===== src/rtl/cluster_readout_scheduler_if.sv =====
// Per-BX count/grant handshake between the cluster counter, the scheduler and the packer.
interface cluster_readout_scheduler_if #(
  parameter int unsigned MXCNTB = 11
);
  logic              cnt_valid_i;
  logic [MXCNTB-1:0] cnt_i;
  logic              grant_valid_o;
  logic [3:0]        grant_n_o;

  modport master (output cnt_valid_i, cnt_i, input grant_valid_o, grant_n_o);
  modport slave  (input cnt_valid_i, cnt_i, output grant_valid_o, grant_n_o);
endinterface


===== src/rtl/cluster_readout_scheduler.sv =====
// Grants up to MAX_PER_BX clusters per BX, carries the excess as a bounded backlog,
// throttles with hysteresis and counts truncation events.
module cluster_readout_scheduler #(
  parameter int unsigned MXCNTB      = 11,
  parameter int unsigned MAX_PER_BX  = 8,
  parameter int unsigned BACKLOG_MAX = 64,
  parameter int unsigned HI_WM       = 48,
  parameter int unsigned LO_WM       = 16,
  parameter int unsigned EVCNTB      = 16
) (
  input  logic                       clock4x,
  input  logic                       reset,
  input  logic                       enable_i,
  input  logic                       evcnt_clr_i,
  cluster_readout_scheduler_if.slave bus,
  output logic [6:0]                 backlog_o,
  output logic                       throttle_o,
  output logic                       truncate_o,
  output logic [1:0]                 state_o,
  output logic [EVCNTB-1:0]          evcnt_o
);

  localparam int unsigned BL_W  = 7;
  localparam int unsigned GN_W  = 4;
  localparam int unsigned TOT_W = ((MXCNTB > BL_W) ? MXCNTB : BL_W) + 1;

  typedef enum logic [1:0] {
    ST_DISABLED = 2'd0,
    ST_IDLE     = 2'd1,
    ST_DRAIN    = 2'd2,
    ST_THROTTLE = 2'd3
  } state_t;

  state_t              r_state,       w_nxt_state;
  logic [BL_W-1:0]     r_backlog,     w_nxt_backlog;
  logic                r_grant_valid, w_nxt_grant_valid;
  logic [GN_W-1:0]     r_grant_n,     w_nxt_grant_n;
  logic                r_truncate,    w_nxt_truncate;
  logic [EVCNTB-1:0]   r_evcnt,       w_nxt_evcnt;

  logic [TOT_W-1:0]    w_total;
  logic [TOT_W-1:0]    w_grant;
  logic [TOT_W-1:0]    w_rem;
  logic                w_accept;
  logic                w_trunc_hit;

  // State and output registers
  always_ff @(posedge clock4x) begin
    if (reset) begin
      r_state       <= ST_DISABLED;
      r_backlog     <= '0;
      r_grant_valid <= 1'b0;
      r_grant_n     <= '0;
      r_truncate    <= 1'b0;
      r_evcnt       <= '0;
    end else begin
      r_state       <= w_nxt_state;
      r_backlog     <= w_nxt_backlog;
      r_grant_valid <= w_nxt_grant_valid;
      r_grant_n     <= w_nxt_grant_n;
      r_truncate    <= w_nxt_truncate;
      r_evcnt       <= w_nxt_evcnt;
    end
  end

  // Grant arithmetic, truncation and next-state decision on the post-update backlog
  always_comb begin
    w_nxt_state       = r_state;
    w_nxt_backlog     = r_backlog;
    w_nxt_grant_valid = 1'b0;
    w_nxt_grant_n     = r_grant_n;
    w_nxt_truncate    = 1'b0;
    w_nxt_evcnt       = r_evcnt;

    w_total     = TOT_W'(r_backlog) + TOT_W'(bus.cnt_i);
    w_grant     = (w_total > TOT_W'(MAX_PER_BX)) ? TOT_W'(MAX_PER_BX) : w_total;
    w_rem       = w_total - w_grant;
    w_accept    = enable_i && bus.cnt_valid_i && (r_state != ST_DISABLED);
    w_trunc_hit = w_accept && (w_rem > TOT_W'(BACKLOG_MAX));

    if (w_accept) begin
      w_nxt_grant_valid = 1'b1;
      w_nxt_grant_n     = GN_W'(w_grant);
      w_nxt_backlog     = w_trunc_hit ? BL_W'(BACKLOG_MAX) : BL_W'(w_rem);
      w_nxt_truncate    = w_trunc_hit;
      if (w_trunc_hit && (r_evcnt != '1)) begin
        w_nxt_evcnt = r_evcnt + EVCNTB'(1);
      end
    end

    // Clear beats a coincident truncation
    if (evcnt_clr_i) begin
      w_nxt_evcnt = '0;
    end

    case (r_state)
      ST_DISABLED: w_nxt_state = ST_IDLE;
      ST_IDLE, ST_DRAIN: begin
        if (w_nxt_backlog >= BL_W'(HI_WM))    w_nxt_state = ST_THROTTLE;
        else if (w_nxt_backlog != '0)         w_nxt_state = ST_DRAIN;
        else                                  w_nxt_state = ST_IDLE;
      end
      ST_THROTTLE: begin
        if (w_nxt_backlog == '0)              w_nxt_state = ST_IDLE;
        else if (w_nxt_backlog <= BL_W'(LO_WM)) w_nxt_state = ST_DRAIN;
        else                                  w_nxt_state = ST_THROTTLE;
      end
      default: w_nxt_state = ST_DISABLED;
    endcase

    if (!enable_i) begin
      w_nxt_state   = ST_DISABLED;
      w_nxt_backlog = '0;
    end
  end

  assign bus.grant_valid_o = r_grant_valid;
  assign bus.grant_n_o     = r_grant_n;
  assign backlog_o         = r_backlog;
  assign truncate_o        = r_truncate;
  assign evcnt_o           = r_evcnt;
  assign state_o           = r_state;
  assign throttle_o        = (r_state == ST_THROTTLE);

endmodule


===== src/flat_wrapper.sv =====
// flat-port wrapper written by rule: the top's interface ports become plain ports
module cluster_readout_scheduler_flat 
#(
  parameter int unsigned MXCNTB      = 11,
  parameter int unsigned MAX_PER_BX  = 8,
  parameter int unsigned BACKLOG_MAX = 64,
  parameter int unsigned HI_WM       = 48,
  parameter int unsigned LO_WM       = 16,
  parameter int unsigned EVCNTB      = 16
)
  (clock4x, reset, enable_i, evcnt_clr_i, backlog_o, throttle_o, truncate_o, state_o, evcnt_o, bus_cnt_valid_i, bus_cnt_i, bus_grant_valid_o, bus_grant_n_o);
  cluster_readout_scheduler_if #(.MXCNTB(MXCNTB)) bus_i ();
  input  logic clock4x;
  input  logic reset;
  input  logic enable_i;
  input  logic evcnt_clr_i;
  output logic [6:0] backlog_o;
  output logic throttle_o;
  output logic truncate_o;
  output logic [1:0] state_o;
  output logic [EVCNTB-1:0] evcnt_o;
  input wire logic [$bits(bus_i.cnt_valid_i)-1:0] bus_cnt_valid_i;
  input wire logic [$bits(bus_i.cnt_i)-1:0] bus_cnt_i;
  output wire logic [$bits(bus_i.grant_valid_o)-1:0] bus_grant_valid_o;
  output wire logic [$bits(bus_i.grant_n_o)-1:0] bus_grant_n_o;
  assign bus_i.cnt_valid_i = bus_cnt_valid_i;
  assign bus_i.cnt_i = bus_cnt_i;
  assign bus_grant_valid_o = bus_i.grant_valid_o;
  assign bus_grant_n_o = bus_i.grant_n_o;
  cluster_readout_scheduler #(.MXCNTB(MXCNTB), .MAX_PER_BX(MAX_PER_BX), .BACKLOG_MAX(BACKLOG_MAX), .HI_WM(HI_WM), .LO_WM(LO_WM), .EVCNTB(EVCNTB)) u_core (.clock4x(clock4x), .reset(reset), .enable_i(enable_i), .evcnt_clr_i(evcnt_clr_i), .bus(bus_i), .backlog_o(backlog_o), .throttle_o(throttle_o), .truncate_o(truncate_o), .state_o(state_o), .evcnt_o(evcnt_o));
endmodule

===== config.mk =====
export PLATFORM = sky130hd
export DESIGN_NAME = cluster_readout_scheduler_flat
export DESIGN_NICKNAME = d
export VERILOG_FILES = /design/src/rtl/cluster_readout_scheduler_if.sv /design/src/rtl/cluster_readout_scheduler.sv /design/src/flat_wrapper.sv
export SDC_FILE = /design/constraint.sdc
export NUM_CORES = 1
export LEC_CHECK = 0
export CAP_MARGIN = 0
export CORE_MARGIN = 2
export CORE_UTILIZATION = 50
export CTS_BUF_LIST = sky130_fd_sc_hd__clkbuf_4 sky130_fd_sc_hd__clkbuf_8
export DETAILED_ROUTE_END_ITERATION = 6
export PLACE_DENSITY = 0.75
export RECOVER_POWER = 25
export SYNTH_ARGS = -nofsm -noshare
export SYNTH_HDL_FRONTEND = slang
export SYNTH_SLANG_ARGS = --single-unit

===== constraint.sdc =====
create_clock -name clock4x -period 6.6 [get_ports clock4x]
set_input_delay 0.66 -clock clock4x [delete_from_list [all_inputs] [get_ports clock4x]]
set_output_delay 0.66 -clock clock4x [all_outputs]
set_load 0.02 [all_outputs]

# --- Word level (Yosys, flattened, before mapping) ---
# Cells that the tools add are included.
classes:
  n_bitwise: 2
  n_eq_ne: 4
  n_lt_le_gt_ge: 4
  n_mux: 9
  add_sub_neg: 3
  n_reduce_logical: 13
op_table:
  columns: ["operator", "count"]
  rows:
  - ["16-bit by 1-bit adder with 16-bit output, second input constant", 1]
  - ["16-bit inequality test, second input constant", 1]
  - ["7-bit two-way mux", 2]
  - ["7-bit by 11-bit adder with 12-bit output", 1]
  - ["12-bit by 4-bit > comparator with 1-bit output, second input constant", 1]
  - ["12-bit by 7-bit > comparator with 1-bit output, second input constant", 1]
  - ["12-bit two-way mux", 1]
  - ["12-bit subtractor", 1]
  - ["2-bit OR reduction", 4]
  - ["7-bit by 6-bit greater-or-equal comparator with 1-bit output, second input constant", 1]
  - ["7-bit by 5-bit <= comparator with 1-bit output, second input constant", 1]
  - ["7-bit zero test", 1]
  - ["7-bit nonzero test", 1]
  - ["2-bit two-way mux", 3]
  - ["2-bit case mux with 3 select lines", 1]
  - ["2-bit equality test, second input constant", 2]
  - ["1-bit logical AND", 4]
  - ["2-bit by 1-bit equality test with 1-bit output, second input constant", 1]
  - ["2-bit zero test", 1]
  - ["1-bit two-way mux", 2]
  - ["1-bit inverter", 2]
  - ["2-bit AND reduction", 1]
  - ["2-bit nonzero test", 1]
totals:
  reg_bits: 31
  input_bits: 16
  output_inout_bits: 32
  wordCells: 41

# --- Depth between registers and ports, before layout ---
logic_depth:
  ltp_word: 12
  ltp_mapped: 20
  mapped_depth_nobuf: 20

# --- Worst setup path before layout ---
# Ideal clock, no wire load.
synth_timing:
  kind: "in2reg"
  start: "input port bus_cnt_i[0]"
  end: "register u_core.r_evcnt[14] (netlist: u_core.evcnt_o[14])"
  arrival_time_ns: 4.652
  setup_slack_ns: 1.831
  stages: 17
  setup_ns: 0.116
  path_buffers: 0
  cell_sequence: "ha_1 inv_1 fa_1 nand4b_1 a2111oi_0 a211oi_2 nor4b_4 nand4_4 or2b_1 ha_1 o21ai_0 o41ai_4 xnor2_1 o31ai_4 a211oi_2 a31oi_1 a41o_1"
synth_between:
  elab_chain_len: 8
synth_lines:
  columns: ["item", "line", "text"]
  rows:
  - ["start: declaration", "flat_wrapper.sv:23", "input wire logic [$bits(bus_i.cnt_i)-1:0] bus_cnt_i;"]
  - ["7-bit by 11-bit adder with 12-bit output *", "cluster_readout_scheduler.sv:75", "w_total = TOT_W'(r_backlog) + TOT_W'(bus.cnt_i);"]
  - ["12-bit by 4-bit > comparator with 1-bit output", "cluster_readout_scheduler.sv:76", "w_grant = (w_total > TOT_W'(MAX_PER_BX)) ? TOT_W'(MAX_PER_BX) : w_total;"]
  - ["12-bit two-way mux", "cluster_readout_scheduler.sv:76", null]
  - ["12-bit subtractor *", "cluster_readout_scheduler.sv:77", "w_rem = w_total - w_grant;"]
  - ["12-bit by 7-bit > comparator with 1-bit output *", "cluster_readout_scheduler.sv:79", "w_trunc_hit = w_accept && (w_rem > TOT_W'(BACKLOG_MAX));"]
  - ["1-bit logical AND *", "cluster_readout_scheduler.sv:79", null]
  - ["1-bit logical AND *", "cluster_readout_scheduler.sv:86", "if (w_trunc_hit && (r_evcnt != '1)) begin"]
  - ["2-bit AND reduction (no source line) *", null, null]
  - ["end signal: assignment", "cluster_readout_scheduler.sv:62", "r_evcnt <= w_nxt_evcnt;"]
  - ["end: declaration", "cluster_readout_scheduler.sv:39", "logic [EVCNTB-1:0] r_evcnt, w_nxt_evcnt;"]
# Mark *: on every way between the ends. The rest lies on a longest branch, timed or not.
# A chain may end at the register's enable or synchronous reset.

# --- Final worst setup path ---
# Same ends and word-level chain as after synthesis.

==> results.sh <==
export IMPL_status="finished, final reports clean"
export IMPL_rows=25
export IMPL_first_pass_iters=4
export IMPL_end_kind="register"
export IMPL_grt_pass1_wl_um=10200
export IMPL_final_max_slew_viol_count=0
export IMPL_multi_input_area_um2=1770
export IMPL_synth_area_per_cell_um2=8.35
export IMPL_yosysUniqueCellTypes=71
export IMPL_wl_met3_um=268
export IMPL_hpwl_um=4760
export IMPL_ys_seq_elements=31
export IMPL_die_area_um2=5610
export IMPL_max_cap_violations=0
export IMPL_synth_top_cell_area_share=0.247
export IMPL_initial_core_util=0.525
export IMPL_async_flop_share=0
export IMPL_crit_slowest_cell="a2111oi_0"
export IMPL_cts_setup_buffers=0
export IMPL_yosysTopAreaCell="dfxtp_1"
export IMPL_maxSlewHeadroom=0.107
export IMPL_n_fill_cell=419
export IMPL_clock_sinks=31
export IMPL_grt_max_degree=23
export IMPL_cp_start_kind="input pin"
export IMPL_synth_cell_area_um2=2510
export IMPL_setup_ws_ns=1.09
export IMPL_yosysMostFrequentCell="nor2_1"
export IMPL_antenna_found_initial=0
export IMPL_die_x_um=74.9
export IMPL_wl_met1_um=2840
export IMPL_io_buffers=47
export IMPL_path_clk_slew_ns=0.07
export IMPL_power_density_nw_per_um2=137
export IMPL_finalSetupTns_ns=0
export IMPL_cts_htree_levels=2
export IMPL_min_path_type="reg2reg"
export IMPL_antenna_left=0
export IMPL_synth_edff_count=0
export IMPL_viasPerCell=5.80
export IMPL_grt_ovfl_total=0
export IMPL_postCtsHoldBufs=0
export IMPL_routabilityCongestion=0.965
export IMPL_crit_type="in2reg"
export IMPL_min_period_ns=5.51
export IMPL_synth_net_count=329
export IMPL_numCtsBuffers=5
export IMPL_area_growth_synth_to_final_pct=22.7
export IMPL_hold_viol=0
export IMPL_crit_chain="clkdlybuf4s50_1 -> ha_1 -> inv_1 -> fa_1 -> nand4b_1 -> a2111oi_0 -> a211oi_2 -> nor4b_4 -> nand4_4 -> or2b_1 -> ha_1 -> o21ai_0 -> o41ai_4 -> xnor2_1 -> o31ai_4 -> a211oi_2 -> a31oi_1 -> a41o_1"
export IMPL_remaining_drc_errors=0
export IMPL_clock_path_buffers=2
export IMPL_cpPeakStageDelay_ns=0.54
export IMPL_finalNetCount=371
export IMPL_drt_total_wl_um=6220
export IMPL_yosysSeqAreaShare=0.247
export IMPL_drive_gt1_frac=0.0962
export IMPL_n_antenna_cell=0
export IMPL_dr_total_vias=2376
export IMPL_seq_area_um2=621
export IMPL_clock_latency_ns=0.28
export IMPL_drt_iter0_markers=144
export IMPL_ys_flop_type="dfxtp_1"
export IMPL_cp_max_fo=14
export IMPL_finalClockSkew_ns=0.00773
export IMPL_power_leakage_nw=1.09
export IMPL_max_freq_ghz=0.182
export IMPL_synth_area_leaders="dfxtp_1 (25%), nor2_1 (6.9%), xnor2_1 (6.3%)"
export IMPL_coreArea_um2=4790
export IMPL_seqPwrFrac=0.449
export IMPL_root_buffer="clkbuf_8"
export IMPL_internal_power_w=0.000304
export IMPL_switching_power_w=0.000117
export IMPL_grt_use_total=0.234
export IMPL_top_layer="met4"
export IMPL_power_share_combinational=0.194
export IMPL_grt_pass1_vias=2231
export IMPL_dieHeight_um=74.9
export IMPL_ys_top_cells_by_count="nor2_1 (46), dfxtp_1 (31), nand2_1 (25)"
export IMPL_cts_tree="done"
export IMPL_worstMarginPinSlew_ns=1.34
export IMPL_required_ns=6.78
export IMPL_ys_warn_count=0
export IMPL_synth_cells=301
export IMPL_wire_per_inst_um=15.2
export IMPL_post_route_period_util=0.835
export IMPL_ir_worst_vdd_v=0.000112
export IMPL_pre_cts_slack_ns=0.810
export IMPL_cts_resized=0
export IMPL_clockPowerShare=0.357
export IMPL_setup_violations_final=0
export IMPL_boundaryPins=48
export IMPL_arrival_ns=5.69
export IMPL_switching_share=0.278
export IMPL_grt_setup_unrepaired="no"
export IMPL_route_met2_wl_um=3010
[sequential cells by signal, indices dropped and copies added (netlist names)]
signal,count
u_core.backlog_o,7
u_core.bus.grant_n_o,4
u_core.bus.grant_valid_o,1
u_core.evcnt_o,16
u_core.state_o,2
u_core.truncate_o,1
[final timing paths]
path / startpoint / end / slack, ns / depth (start not counted)
worst max-delay path: bus_cnt_i[0] / u_core.evcnt_o[14]$_SDFFE_PP0P_ / 1.09 / 18
worst min-delay path: u_core.bus.grant_n_o[1]$_SDFFE_PP0P_ / u_core.bus.grant_n_o[1]$_SDFFE_PP0P_ / 0.44 / 2
worst max register to register: u_core.backlog_o[0]$_SDFF_PP0_ / u_core.evcnt_o[14]$_SDFFE_PP0P_ / 1.50 / 17
worst min register to register: u_core.bus.grant_n_o[1]$_SDFFE_PP0P_ / u_core.bus.grant_n_o[1]$_SDFFE_PP0P_ / 0.44 / 2
[layout by cell type (no fill, tap or decap), drive strengths merged, types with 2 or more instances in the layout]
cell / n
a2111oi: 6
a211oi: 12
a21o: 4
a21oi: 17
a311oi: 2
a31o: 4
a31oi: 4
and2: 4
and3: 6
and3b: 2
and4: 2
clkbuf: 6
clkdlybuf4s50: 33
dfxtp: 31
dlygate4sd3: 14
ha: 11
inv: 12
mux2i: 2
nand2: 25
nand2b: 5
nand3: 4
nand4: 4
nand4b: 3
nor2: 46
nor2b: 5
nor3: 4
nor4b: 2
o211ai: 4
o21a: 4
o21ai: 4
o22ai: 2
o311ai: 3
o31a: 3
o31ai: 2
or2: 5
or3: 4
or4: 2
xnor2: 18
xor2: 3
[per-layer routing]
| layer | track usage | vias to the layer above |
|---|---|---|
| li1 | - | 1181 |
| met1 | 0.293 | 1133 |
| met2 | 0.403 | 52 |
| met3 | 0.0442 | 10 |
| met4 | 0.0813 | 0 |
| met5 | 0 | - |
[critical path: cells and delay by family]
| kind | cells | cell delay (ns) |
|---|---|---|
| xor gates and xnor gates | 1 | 0.37 |
| and+or+nand+nor | 4 | 0.83 |
| AOI/OAI and AO/OA | 8 | 2.40 |
| adders and majority gates | 3 | 0.89 |
| buffers and inverters | 2 | 0.52 |
[per-stage QoR]
step	instances	utilization	cell area (µm²)	total power [W]	hold slack [ns]
2_1_floorplan	301	-	2510	0.000252	0.530
3_3_place_gp	403	0.626	3000	0.000274	0.441
3_5_place_dp	403	0.626	3000	0.000274	0.443
4_1_cts	410	0.644	3080	0.000425	0.451
5_1_grt	410	0.644	3080	0.000440	0.472
6_report	410	0.644	3080	0.000421	0.444
[kinds of logic after synthesis]
| family | count (synthesis) | synth area share |
|---|---|---|
| buffers and inverters | 25 | 0.0493 |
| other | 1 | 0.00149 |
| and+or+nand+nor | 128 | 0.271 |
| DFF | 31 | 0.247 |
| AOI/OAI and AO/OA | 80 | 0.282 |
| adders and majority gates | 12 | 0.0627 |
| xor gates and xnor gates | 21 | 0.0732 |
| muxes | 3 | 0.0125 |
[power groups by stage]
stage	Sequential, W	Combinational [W]	Clock, W
2_1_floorplan	0.000195	0.0000577	0
3_3_place_gp	0.000193	0.0000802	0
3_5_place_dp	0.000193	0.0000809	0
4_1_cts	0.000189	0.0000816	0.000154
5_1_grt	0.000189	0.0000888	0.000162
6_report	0.000189	0.0000816	0.000150
[layout make-up]
| type | count | share of cell area |
|---|---|---|
| Clock buffer | 6 | 0.0268 |
| Clock inverter | 1 | 0.00162 |
| Sequential cell | 31 | 0.201 |
| Multi-Input combinational cell | 245 | 0.573 |
| Inverter | 12 | 0.0146 |
| Tap cell | 67 | 0.0272 |
| Timing Repair Buffer | 48 | 0.155 |
Note: power is estimated with default switching activity, not from simulation.
